===== src/rtl/ram_stream_loader.sv =====
// ram_stream_loader
// Purpose : write-side initiator for the single-port RAM; packs a big-endian
//           byte stream into 16-bit words written to auto-incrementing
//           addresses starting at a base.
// Latency : one word per 3 cycles minimum (HI, LO, WRITE), or 5 with read-back verify.
// Backpressure: o_Byte_Ready is high only while waiting for a high or low byte;
//           the loader stalls indefinitely on a missing byte.
// Optional feature: define LOADER_VERIFY_EN to read back and compare each word.
// Ports:
//   i_CLK, i_RST                      clock, asynchronous active-high reset
//   i_Start, i_Base_Address, i_Length load request (sampled only in IDLE)
//   i_Byte, i_Byte_Valid, o_Byte_Ready byte stream handshake
//   o_RAM_Address/_Data/_Write_EN     registered RAM write port
//   i_RAM_Data                        RAM read data (1-cycle registered read)
//   o_Busy, o_Done, o_Word_Count, o_Error  status
module ram_stream_loader #(
  parameter int DEPTH = 2**14,
  parameter int WIDTH = 16,
  localparam int AW   = $clog2(DEPTH)
) (
  input  logic             i_CLK,
  input  logic             i_RST,
  input  logic             i_Start,
  input  logic [AW-1:0]    i_Base_Address,
  input  logic [AW:0]      i_Length,
  input  logic [7:0]       i_Byte,
  input  logic             i_Byte_Valid,
  output logic             o_Byte_Ready,
  output logic [AW-1:0]    o_RAM_Address,
  output logic [WIDTH-1:0] o_RAM_Data,
  output logic             o_RAM_Write_EN,
  input  logic [WIDTH-1:0] i_RAM_Data,
  output logic             o_Busy,
  output logic             o_Done,
  output logic [AW:0]      o_Word_Count,
  output logic             o_Error
);

`ifdef LOADER_VERIFY_EN
  typedef enum logic [2:0] {
    S_IDLE, S_HI, S_LO, S_WRITE, S_VRD, S_VCMP, S_DONE
  } state_t;
`else
  typedef enum logic [2:0] {
    S_IDLE, S_HI, S_LO, S_WRITE, S_DONE
  } state_t;
`endif

  state_t           r_State;
  logic [7:0]       r_Hi_Byte;
  logic [AW-1:0]    r_Cur_Addr;
  logic [AW:0]      r_Length;
  logic [AW:0]      r_Count;
  logic [AW-1:0]    r_RAM_Address;
  logic [WIDTH-1:0] r_RAM_Data;
  logic             r_RAM_Write_EN;
  logic             r_Done;

  logic             w_Byte_Take;
  logic [AW:0]      w_Count_Next;
  logic [AW-1:0]    w_Addr_Next;
  logic             w_Last_Word;

  assign o_Byte_Ready = (r_State == S_HI) || (r_State == S_LO);
  assign w_Byte_Take  = i_Byte_Valid && o_Byte_Ready;
  assign w_Count_Next = r_Count + 1'b1;
  assign w_Last_Word  = (w_Count_Next == r_Length);
  // Explicit wrap so a non-power-of-two DEPTH still stays in range.
  assign w_Addr_Next  = (r_Cur_Addr == AW'(DEPTH - 1)) ? '0 : r_Cur_Addr + 1'b1;

  assign o_RAM_Address  = r_RAM_Address;
  assign o_RAM_Data     = r_RAM_Data;
  assign o_RAM_Write_EN = r_RAM_Write_EN;
  assign o_Busy         = (r_State != S_IDLE);
  assign o_Done         = r_Done;
  assign o_Word_Count   = r_Count;

`ifdef LOADER_VERIFY_EN
  logic r_Error;
  assign o_Error = r_Error;
`else
  assign o_Error = 1'b0;
  logic w_unused_ram_data;
  assign w_unused_ram_data = ^i_RAM_Data;
`endif

  always_ff @(posedge i_CLK or posedge i_RST) begin
    if (i_RST) begin
      r_State        <= S_IDLE;
      r_Hi_Byte      <= '0;
      r_Cur_Addr     <= '0;
      r_Length       <= '0;
      r_Count        <= '0;
      r_RAM_Address  <= '0;
      r_RAM_Data     <= '0;
      r_RAM_Write_EN <= 1'b0;
      r_Done         <= 1'b0;
`ifdef LOADER_VERIFY_EN
      r_Error        <= 1'b0;
`endif
    end else begin
      // Strobes are set only on entry to their state, so they last one cycle.
      r_RAM_Write_EN <= 1'b0;
      r_Done         <= 1'b0;
      case (r_State)
        S_IDLE: begin
          if (i_Start) begin
            r_Cur_Addr <= i_Base_Address;
            r_Length   <= i_Length;
            r_Count    <= '0;
`ifdef LOADER_VERIFY_EN
            r_Error    <= 1'b0;
`endif
            if (i_Length == '0) begin
              r_State <= S_DONE;
              r_Done  <= 1'b1;
            end else begin
              r_State <= S_HI;
            end
          end
        end
        S_HI: begin
          if (w_Byte_Take) begin
            r_Hi_Byte <= i_Byte;
            r_State   <= S_LO;
          end
        end
        S_LO: begin
          if (w_Byte_Take) begin
            r_RAM_Address  <= r_Cur_Addr;
            r_RAM_Data     <= {r_Hi_Byte, i_Byte};
            r_RAM_Write_EN <= 1'b1;
            r_State        <= S_WRITE;
          end
        end
        S_WRITE: begin
`ifdef LOADER_VERIFY_EN
          r_State <= S_VRD;
`else
          r_Count    <= w_Count_Next;
          r_Cur_Addr <= w_Addr_Next;
          if (w_Last_Word) begin
            r_State <= S_DONE;
            r_Done  <= 1'b1;
          end else begin
            r_State <= S_HI;
          end
`endif
        end
`ifdef LOADER_VERIFY_EN
        // Address is held on o_RAM_Address; the RAM captures the read here.
        S_VRD: r_State <= S_VCMP;
        S_VCMP: begin
          if (i_RAM_Data != r_RAM_Data) begin
            // Abort: count is left at the last verified word.
            r_Error <= 1'b1;
            r_State <= S_DONE;
            r_Done  <= 1'b1;
          end else begin
            r_Count    <= w_Count_Next;
            r_Cur_Addr <= w_Addr_Next;
            if (w_Last_Word) begin
              r_State <= S_DONE;
              r_Done  <= 1'b1;
            end else begin
              r_State <= S_HI;
            end
          end
        end
`endif
        S_DONE:  r_State <= S_IDLE;
        default: r_State <= S_IDLE;
      endcase
    end
  end

endmodule

===== config.mk =====
export PLATFORM = sky130hd
export DESIGN_NAME = ram_stream_loader
export DESIGN_NICKNAME = d
export VERILOG_FILES = /design/src/rtl/ram_stream_loader.sv
export SDC_FILE = /design/constraint.sdc
export NUM_CORES = 1
export LEC_CHECK = 0
export BUFFER_PORTS_ARGS = -buffer_cell sky130_fd_sc_hd__buf_2
export CAP_MARGIN = 10
export CORE_ASPECT_RATIO = 0.5
export CORE_MARGIN = 2
export CORE_UTILIZATION = 55
export DETAILED_ROUTE_END_ITERATION = 10
export GPL_ROUTABILITY_DRIVEN = 0
export HOLD_SLACK_MARGIN = 0.15
export PLACE_DENSITY = 0.84
export SYNTH_ARGS = -nofsm -noshare
export SYNTH_HDL_FRONTEND = slang
export SYNTH_SLANG_ARGS = --single-unit

===== constraint.sdc =====
create_clock -name i_CLK -period 4.1 [get_ports i_CLK]
set_input_delay 0.615 -clock i_CLK [delete_from_list [all_inputs] [get_ports i_CLK]]
set_output_delay 0.615 -clock i_CLK [all_outputs]
set_load 0.02 [all_outputs]

Word-level counts from Yosys, hierarchy flattened:

Cells that the tools add are included.

* flip-flop bits (word level): 87
* input port bits: 57
* output and inout bits: 50

* add/sub/neg operators: 2
* equality and inequality tests: 8
* muxes and demuxes: 17
* reduce and logical (&&, ||, !) cells: 11

Operators with widths (count)
* 15-bit one-hot mux with 2 select lines: 1
* 14-bit two-way mux: 2
* 14-bit one-hot mux with 2 select lines: 1
* 15-bit by 1-bit adder with 15-bit output, second input constant: 1
* 15-bit equality test: 1
* 15-bit logical NOT: 1
* 15-bit two-way mux: 1
* 3-bit two-way mux: 5
* 14-bit by 1-bit adder with 14-bit output, second input constant: 1
* 14-bit equality test, second input constant: 1
* 3-bit one-hot mux with 4 select lines: 1
* 2-bit AND reduction: 4
* 3-bit by 2-bit equality test with 1-bit output, second input constant: 2
* 2-bit inequality test, second input constant: 3
* 1-bit two-way mux: 5
* 3-bit by 1-bit equality test with 1-bit output, second input constant: 1
* 3-bit logical NOT: 1
* 3-bit AND reduction: 1
* 3-bit nonzero test: 1
* 1-bit one-hot mux with 2 select lines: 1
* 2-bit nonzero test: 1
* 1-bit logical AND: 1
* 1-bit logical OR: 1

Depth between registers and ports, before layout:

Gate-level depths: netlist (run 1).

* word-level depth: 5
* depth in mapped cells: 9

Worst setup path after synthesis (run 1):

No wires, ideal clock.

* path type: flip-flop to flip-flop
* start: register r_Count[0], in the netlist o_Word_Count[0]
* end: register r_State[0]
* setup time: 0.134 ns
* arrival: 2.229 ns
* data required time: 3.966 ns
* slack: 1.737 ns
* stages on the path, launching flop included: 8
* buffers on the path: 0
* period minus slack after synthesis: 2.363 ns
* cells stage by stage: dfrtp_1 > ha_1 > nand4_2 > xor2_1 > or4b_1 > and3_1 > nor4_2 > o22ai_1

* word-level cells in the longest chain between the ends: 4

RTL lines
* from (decl): RTL line 53 `logic [AW:0] r_Count;`
* from (signal assigned): RTL line 140 `r_Count <= w_Count_Next;`
* 15-bit by 1-bit adder with 15-bit output: RTL line 66 `assign w_Count_Next = r_Count + 1'b1;`
* 15-bit equality test: RTL line 67 `assign w_Last_Word = (w_Count_Next == r_Length);`
* 3-bit two-way mux: RTL line 142 `if (w_Last_Word) begin`
* 3-bit one-hot mux with 4 select lines: RTL line 105 `case (r_State)`
* to (signal assigned): RTL line 115 `r_State <= S_DONE;`
* to (signal assigned): RTL line 143 `r_State <= S_DONE;`
* to (signal assigned): RTL line 146 `r_State <= S_HI;`
* to (decl): RTL line 49 `state_t r_State;`

Every way passes these cells.
A chain may end at the register's enable or synchronous reset.

Worst setup path in the final report (run 1):

Ends and elaborated chain as after synthesis.

==> results.toml, run 1 <==
[status]
status = "finished, final reports clean"

[sta]
fmax_mhz = 379.1
fin_skew_ns = 0.004899
finalHoldViolCount = 0
slew_violations = 0
rsz0062_at_grt = "false"
fin_crit_ns = 2.638
setup_viol = 0
tightestPinTransition_ns = 0.9449
period_share_pct = 64.35
slew_headroom_pct = 36.93
tns_ns = 0

[layout]
seq_area_mm2 = 0.002177
final_layout_size_suffix_gt1_share_pct = 31.34
areaGrowthSynthToFinish_pct = 18.54
layout.nets = 557
num-fill-cells = 587
finalNonFillerCells = 597
final_area_mm2 = 0.005064
n_antenna_cell = 0
multi_input_comb_area_mm2 = 0.001962

[synth]
yosysUniqueCellTypes = 52
synth_warnings = 0
ys_ff_latch = 87
ys_dominant_reg_cell = "dfrtp_1"
synth_nets = 479
synth.most_common_cell = "dfrtp_1"
synthCells = 420
synthesis.area_mm2 = 0.004272
synth-edff-count = 0
ys_seq_area_share_pct = 50.97
yosys.area.top_type = "dfrtp_1"
synth_common_cells = "dfrtp_1 (87), nand2_1 (72), mux2_2 (39), o21ai_0 (35), clkbuf_1 (20)"
ys_async_sr_fraction_pct = 100.0
ys_top_cells_by_area = "dfrtp_1 (51%), mux2_2 (10%), nand2_1 (6.3%)"
synth.top_cell.area_share_pct = 50.97
syn_avg_cell_area_um2 = 10.17

[clock_tree]
max-clock-path-buffers = 2
htreeDepth = 3
clkSlewWorstSetupHoldPaths_ns = 0.06
clk_latency_ns = 0.33
cts_tree = "built"
cts-resized-gates = 0
cts_made_buffers = 9
root_buffer = "clkbuf_16"
postCtsSetupBuffers = 0
cts_sinks = 87
cts_hold_repair.buffers = 0

[worst_setup_path]
cp_slowest_cell = "nor4_1"
crit_buf_inv = 0
crit_required_ns = 4.30
r2r_cells = 7
worstSetupPathDepth = 7
path_cells = "ha_1 > nand4_2 > nor4_1 > xnor2_1 > o21ai_1 > nor4_2 > o22ai_1"
startpoint_type = "register"
r2r_slack_ns = 1.46
regToRegEndpoint = "r_State[0]$_DFFE_PP0P_"
crit_path_end = "r_State[0]$_DFFE_PP0P_"
crit_arrival_ns = 2.84
reg2reg_from = "o_Word_Count[0]$_DFFE_PP0P_"
critical_path.max_fanout = 8
path_delay_family = "simple AND/OR/NAND/NOR gates"
cp-end-kind = "register"
max_stage_delay_ns = 0.62
worst-setup-path-type = "reg -> reg"
worstSetupStartpoint = "o_Word_Count[0]$_DFFE_PP0P_"

[drt]
wl_per_cell_um = 16.33
drcViolationCount = 0
viasPerCell = 5.866
wirelength_mm = 9.748
ant_nets = 0
drt-pass1-iter-count = 4
drt_iter0_drc = 295
vias = 3502

[pwr]
ir_drop_mv = 0.5140
power_leakage_nw = 2.429
power.density_mw_per_mm2 = 747.4
p_total_mw = 3.785

[grt]
antenna_found_initial = 0
grt.overflow.total = 0
grt_max_degree = 58
grt_pass1_vias = 3459
grt_first_pass_wirelength_mm = 16.20
grt_usage_pct = 24.83

[placed_design]
dp.cells = 583
port_buffers = 89
postPlaceCellArea_mm2 = 0.004762
hpwl_mm = 6.599

[floorplanning]
initial_core_util_pct = 57.47
die_h_um = 66.32
core_mm2 = 0.007432
num_rows = 22
die-area_mm2 = 0.008530
die_x_um = 128.6
io_pins = 107

[worst_hold_path]
hp-class = "in -> async"

[run]
drv_cap = 0
-- kinds of logic after synthesis --
group                    count (synthesis)  synth area share, %
AND/OR/NAND/NOR                        159                18.51
flip-flops                              87                50.97
AO/OA/AOI/OAI                           78                11.80
multiplexers                            40                10.52
buffers and inverters                   32                3.222
XOR/XNOR                                21                4.306
adder cells (fa/ha/maj)                  2               0.5857
other                                    1              0.08779
-- routing by layer --
metal | part of all wire, % | GRT usage [%] | vias to the layer above | wire length [um]
met3 | 6.4 | 7.201 | 11 | 626
met2 | 49 | 43.75 | 111 | 4811
met4 | 1.1 | 8.016 | 0 | 104
li1 | - | - | 1656 | -
met1 | 43 | 29.82 | 1724 | 4207
met5 | 0 | 0 | - | 0
-- flip-flops by register name, summed over array words and instances (netlist names), 3 cells and up --
| name | cells |
|---|---|
| o_RAM_Address | 14 |
| o_RAM_Data | 16 |
| o_Word_Count | 15 |
| r_Cur_Addr | 14 |
| r_Hi_Byte | 8 |
| r_Length | 15 |
| r_State | 3 |
-- worst min-delay path by stage --
stage	end	startpoint	cells after the start	slack (ns)
CTS	r_State[0]$_DFFE_PP0P_	i_RST	2	0.48
floorplan	r_Length[10]$_DFFE_PP0P_	r_Length[10]$_DFFE_PP0P_	2	0.47
finish	r_State[0]$_DFFE_PP0P_	i_RST	2	0.46
global placement	r_Length[1]$_DFFE_PP0P_	r_Length[1]$_DFFE_PP0P_	2	0.48
detailed placement	r_Length[10]$_DFFE_PP0P_	r_Length[10]$_DFFE_PP0P_	2	0.49
global route	r_Length[1]$_DFFE_PP0P_	i_Length[1]	3	0.49
-- layout by cell type (no fill, tap or decap), types with 3 or more instances in the layout --
cell type,count
dfrtp_1,87
o31ai_1,3
a22o_1,3
xnor2_1,6
nor3_1,7
nand4_1,7
and3_1,12
nor2_1,18
a21oi_1,9
a31oi_1,3
clkbuf_16,9
inv_1,4
buf_2,89
a221o_1,8
buf_4,5
nor4_1,5
mux2_2,39
nor3b_1,6
xor2_1,15
o21ai_0,35
nand2_1,72
o2bb2ai_1,3
nand3_1,13
-- final cells by class --
| class | instances | area share [%] |
|---|---|---|
| flip-flops and latches | 87 | 42.99 |
| clock buffers | 10 | 4.522 |
| repair buffers | 94 | 9.538 |
| clock inverters | 4 | 1.433 |
| multi-input cells | 301 | 38.74 |
| inverters | 5 | 0.3954 |
| well taps | 96 | 2.372 |
-- per-stage QoR --
step           utilization [%]  hold WS [ns]  setup WS (ns)
2_1_floorplan                -        0.4652          1.235
3_3_place_gp             64.07        0.4808          1.553
3_5_place_dp             64.07        0.4900          1.528
4_1_cts                  68.13        0.4769          1.508
5_1_grt                  68.13        0.4898          1.226
6_report                 68.13        0.4603          1.462
-- report_power, final --
part	internal, mW	switching [mW]
Combinational	0.608	0.840
Clock	0.526	0.312
Sequential	1.20	0.299
Total	2.33	1.45
No activity file was read; power rests on OpenSTA's default activity.
==> run 2, diff against run 1 <==
ABC_AREA = 1   (was default)
CORE_UTILIZATION = 53   (was 55)
PLACE_DENSITY = 0.81   (was 0.84)
clock period = 2.7 ns   (was 4.1 ns; I/O delays follow)
==> run 2 against run 1 <==
  * Fmax rose by 27%
  * Cell area rose by 2.5%
  * Global-route usage fell by 1.6 points
  * First-iteration DRC count rose by 7.1%
  * Die area rose by 4.6%
  * Clock power rose by 42%
  * Synthesized cell count rose by 31%
  * Via count rose by 8.9%
  * Hold slack got worse by 0.14 ns
  * Critical path depth rose by 7
  * Power rose by 45%
  * Utilization fell by 2.8 points
  * Critical path type unchanged
  * Critical endpoint unchanged
  * Largest power group unchanged
  * Highest routed layer unchanged
==> results.toml, run 2 <==
[pwr]
power.density_mw_per_mm2 = 1057
seq_power_share_pct = 39.2
ir_drop_mv = 0.4344
swShare_pct = 41.83
p_int_mw = 3.191
power_leakage_nw = 2.755
p_total_mw = 5.485
pwr-share-clk_pct = 21.7
combPwrFrac_pct = 39.0
p_sw_mw = 2.294

[status]
status = "finished, final reports clean"

[synth]
synth_common_cells = "nand2_1 (172), dfrtp_1 (87), inv_1 (75), o21ai_0 (67), nand3_1 (33)"
synth-edff-count = 0
ys_async_sr_fraction_pct = 100.0
ys_seq_area_share_pct = 50.45
yosysUniqueCellTypes = 34
yosys.area.top_type = "dfrtp_1"
synthCells = 552
synth.most_common_cell = "nand2_1"
ys_ff_latch = 87
syn_avg_cell_area_um2 = 7.818
synthesis.area_mm2 = 0.004315
synth_nets = 611
synth_warnings = 0
ys_top_cells_by_area = "dfrtp_1 (50%), nand2_1 (15%), o21ai_0 (7.8%)"
synth.top_cell.area_share_pct = 50.45
ys_dominant_reg_cell = "dfrtp_1"

[grt]
grt_max_degree = 54
grt_first_pass_wirelength_mm = 16.08
grt.overflow.total = 0
grt_usage_pct = 23.24
grt_pass1_vias = 3365
antenna_found_initial = 0

[clock_tree]
cts_sinks = 87
cts_made_buffers = 9
postCtsSetupBuffers = 0
cts_tree = "built"
clk_latency_ns = 0.35
root_buffer = "clkbuf_16"
cts_hold_repair.buffers = 1
max-clock-path-buffers = 2
htreeDepth = 3
clkSlewWorstSetupHoldPaths_ns = 0.06
cts-resized-gates = 0

[sta]
tightestPinTransition_ns = 0.7426
fin_crit_ns = 2.071
period_share_pct = 76.69
slew_violations = 0
fin_skew_ns = 0.003741
fmax_mhz = 483.0
setup_viol = 0
finalHoldViolCount = 0
slew_headroom_pct = 50.04
rsz0062_at_grt = "false"
tns_ns = 0

[layout]
mostFrequentLayoutCells = "nand2_1 (172), buf_2 (89), dfrtp_1 (87), inv_1 (73), o21ai_0 (67)"
final_common_cell = "nand2_1"
final_layout_size_suffix_gt1_share_pct = 19.69
multi_input_comb_area_mm2 = 0.001770
areaGrowthSynthToFinish_pct = 20.24
n_antenna_cell = 0
seq_area_mm2 = 0.002177
largest_reg_flops = 16
num-fill-cells = 695
layout.nets = 699

[worst_setup_path]
r2r_slack_ns = 0.63
worstSetupStartpoint = "o_Word_Count[0]$_DFFE_PP0P_"
cp-end-kind = "register"
startpoint_type = "register"
reg2reg_from = "o_Word_Count[0]$_DFFE_PP0P_"
worst-setup-path-type = "reg -> reg"
crit_arrival_ns = 2.32
regToRegEndpoint = "r_State[0]$_DFFE_PP0P_"
r2r_cells = 14
critical_path.max_fanout = 6
crit_required_ns = 2.95

[floorplanning]
initial_core_util_pct = 54.33
core_mm2 = 0.007943
num_rows = 23
die-area_mm2 = 0.008924
die_x_um = 131.6
io_pins = 107
die_h_um = 67.81

[run]
drv_cap = 0

[worst_hold_path]
hold_end = "r_Length[11]$_DFFE_PP0P_"
whs_path_depth = 3
hp-class = "in -> reg"
hold_start = "i_Length[11]"

[drt]
vias = 3814
wirelength_mm = 9.766
ant_nets = 0
drt_iter0_drc = 316
wl_per_cell_um = 12.90
drcViolationCount = 0
viasPerCell = 5.038
drt-pass1-iter-count = 7

[placed_design]
port_buffers = 89
hpwl_mm = 6.855
run 2: per-layer routing:
metal / GRT usage (%) / wire length (um) / up-vias
met4: 8.288 / 174 / 0
met5: 0 / 0 / -
li1: - / - / 1960
met1: 30.66 / 4576 / 1725
met2: 37.96 / 4402 / 114
met3: 6.156 / 613 / 15
run 2: cell families (layout without fill, tap and decap cells):
logic type      Yosys count  after routing  share of synthesized area [%]
compound gates          100            100                          12.99
flops                    87             87                          50.45
fa+ha+maj                 2              2                         0.5798
simple gates            264            264                          26.76
xor+xnor                  3              3                         0.6090
buf+inv                  95            188                          8.524
other cells               1              1                        0.08690
run 2: worst max-delay path: stages, from the launching register on:
cell and delay (ns):
dfrtp_1 0.44, ha_1 0.29, nand2_1 0.15, nor2_4 0.18, nand3_1 0.12, nand2_1 0.10
nand2_1 0.05, nand2_1 0.05, nand3_1 0.06, nor2_1 0.16, nand3_2 0.13, nand2_1 0.08
nand2_1 0.06, nand2_1 0.05, nand2_1 0.04
run 2: metrics by stage:
step / setup WS (ns) / util [%] / area (um2) / hold slack [ns] / std cells
floorplan: 0.04480 / - / 4315 / 0.4494 / 552
global placement: 0.6865 / 61.31 / 4870 / 0.4494 / 739
detailed placement: 0.6490 / 61.31 / 4870 / 0.4530 / 739
CTS: 0.6270 / 64.98 / 5161 / 0.3170 / 756
global route: 0.3616 / 65.33 / 5189 / 0.3344 / 757
finish: 0.6294 / 65.33 / 5189 / 0.3179 / 757
run 2: cell type report:
cell class,instances,area share (%)
inverters,76,5.522
well taps,112,2.701
clock inverters,6,1.013
flip-flops and latches,87,41.96
clock buffers,10,4.413
repair buffers,96,10.27
multi-input cells,370,34.12
run 2: how the worst max path moves through the flow:
stage | cells after the start | slack [ns] | endpoint
detailed placement | 14 | 0.65 | r_State[0]$_DFFE_PP0P_
finish | 14 | 0.63 | r_State[0]$_DFFE_PP0P_
global placement | 14 | 0.69 | r_State[0]$_DFFE_PP0P_
CTS | 14 | 0.63 | r_State[0]$_DFFE_PP0P_
floorplan | 1 | 0.04 | o_Done$_DFF_PP0_
global route | 14 | 0.36 | r_State[0]$_DFFE_PP0P_
run 2: power groups by stage:
| stage | Combinational, mW | Clock, mW | Sequential (mW) |
|---|---|---|---|
| 2_1_floorplan | 1.25 | 0 | 2.39 |
| 3_3_place_gp | 2.05 | 0 | 2.14 |
| 3_5_place_dp | 2.11 | 0 | 2.16 |
| 4_1_cts | 2.13 | 1.21 | 2.15 |
| 5_1_grt | 2.42 | 1.26 | 2.22 |
| 6_report | 2.14 | 1.19 | 2.15 |
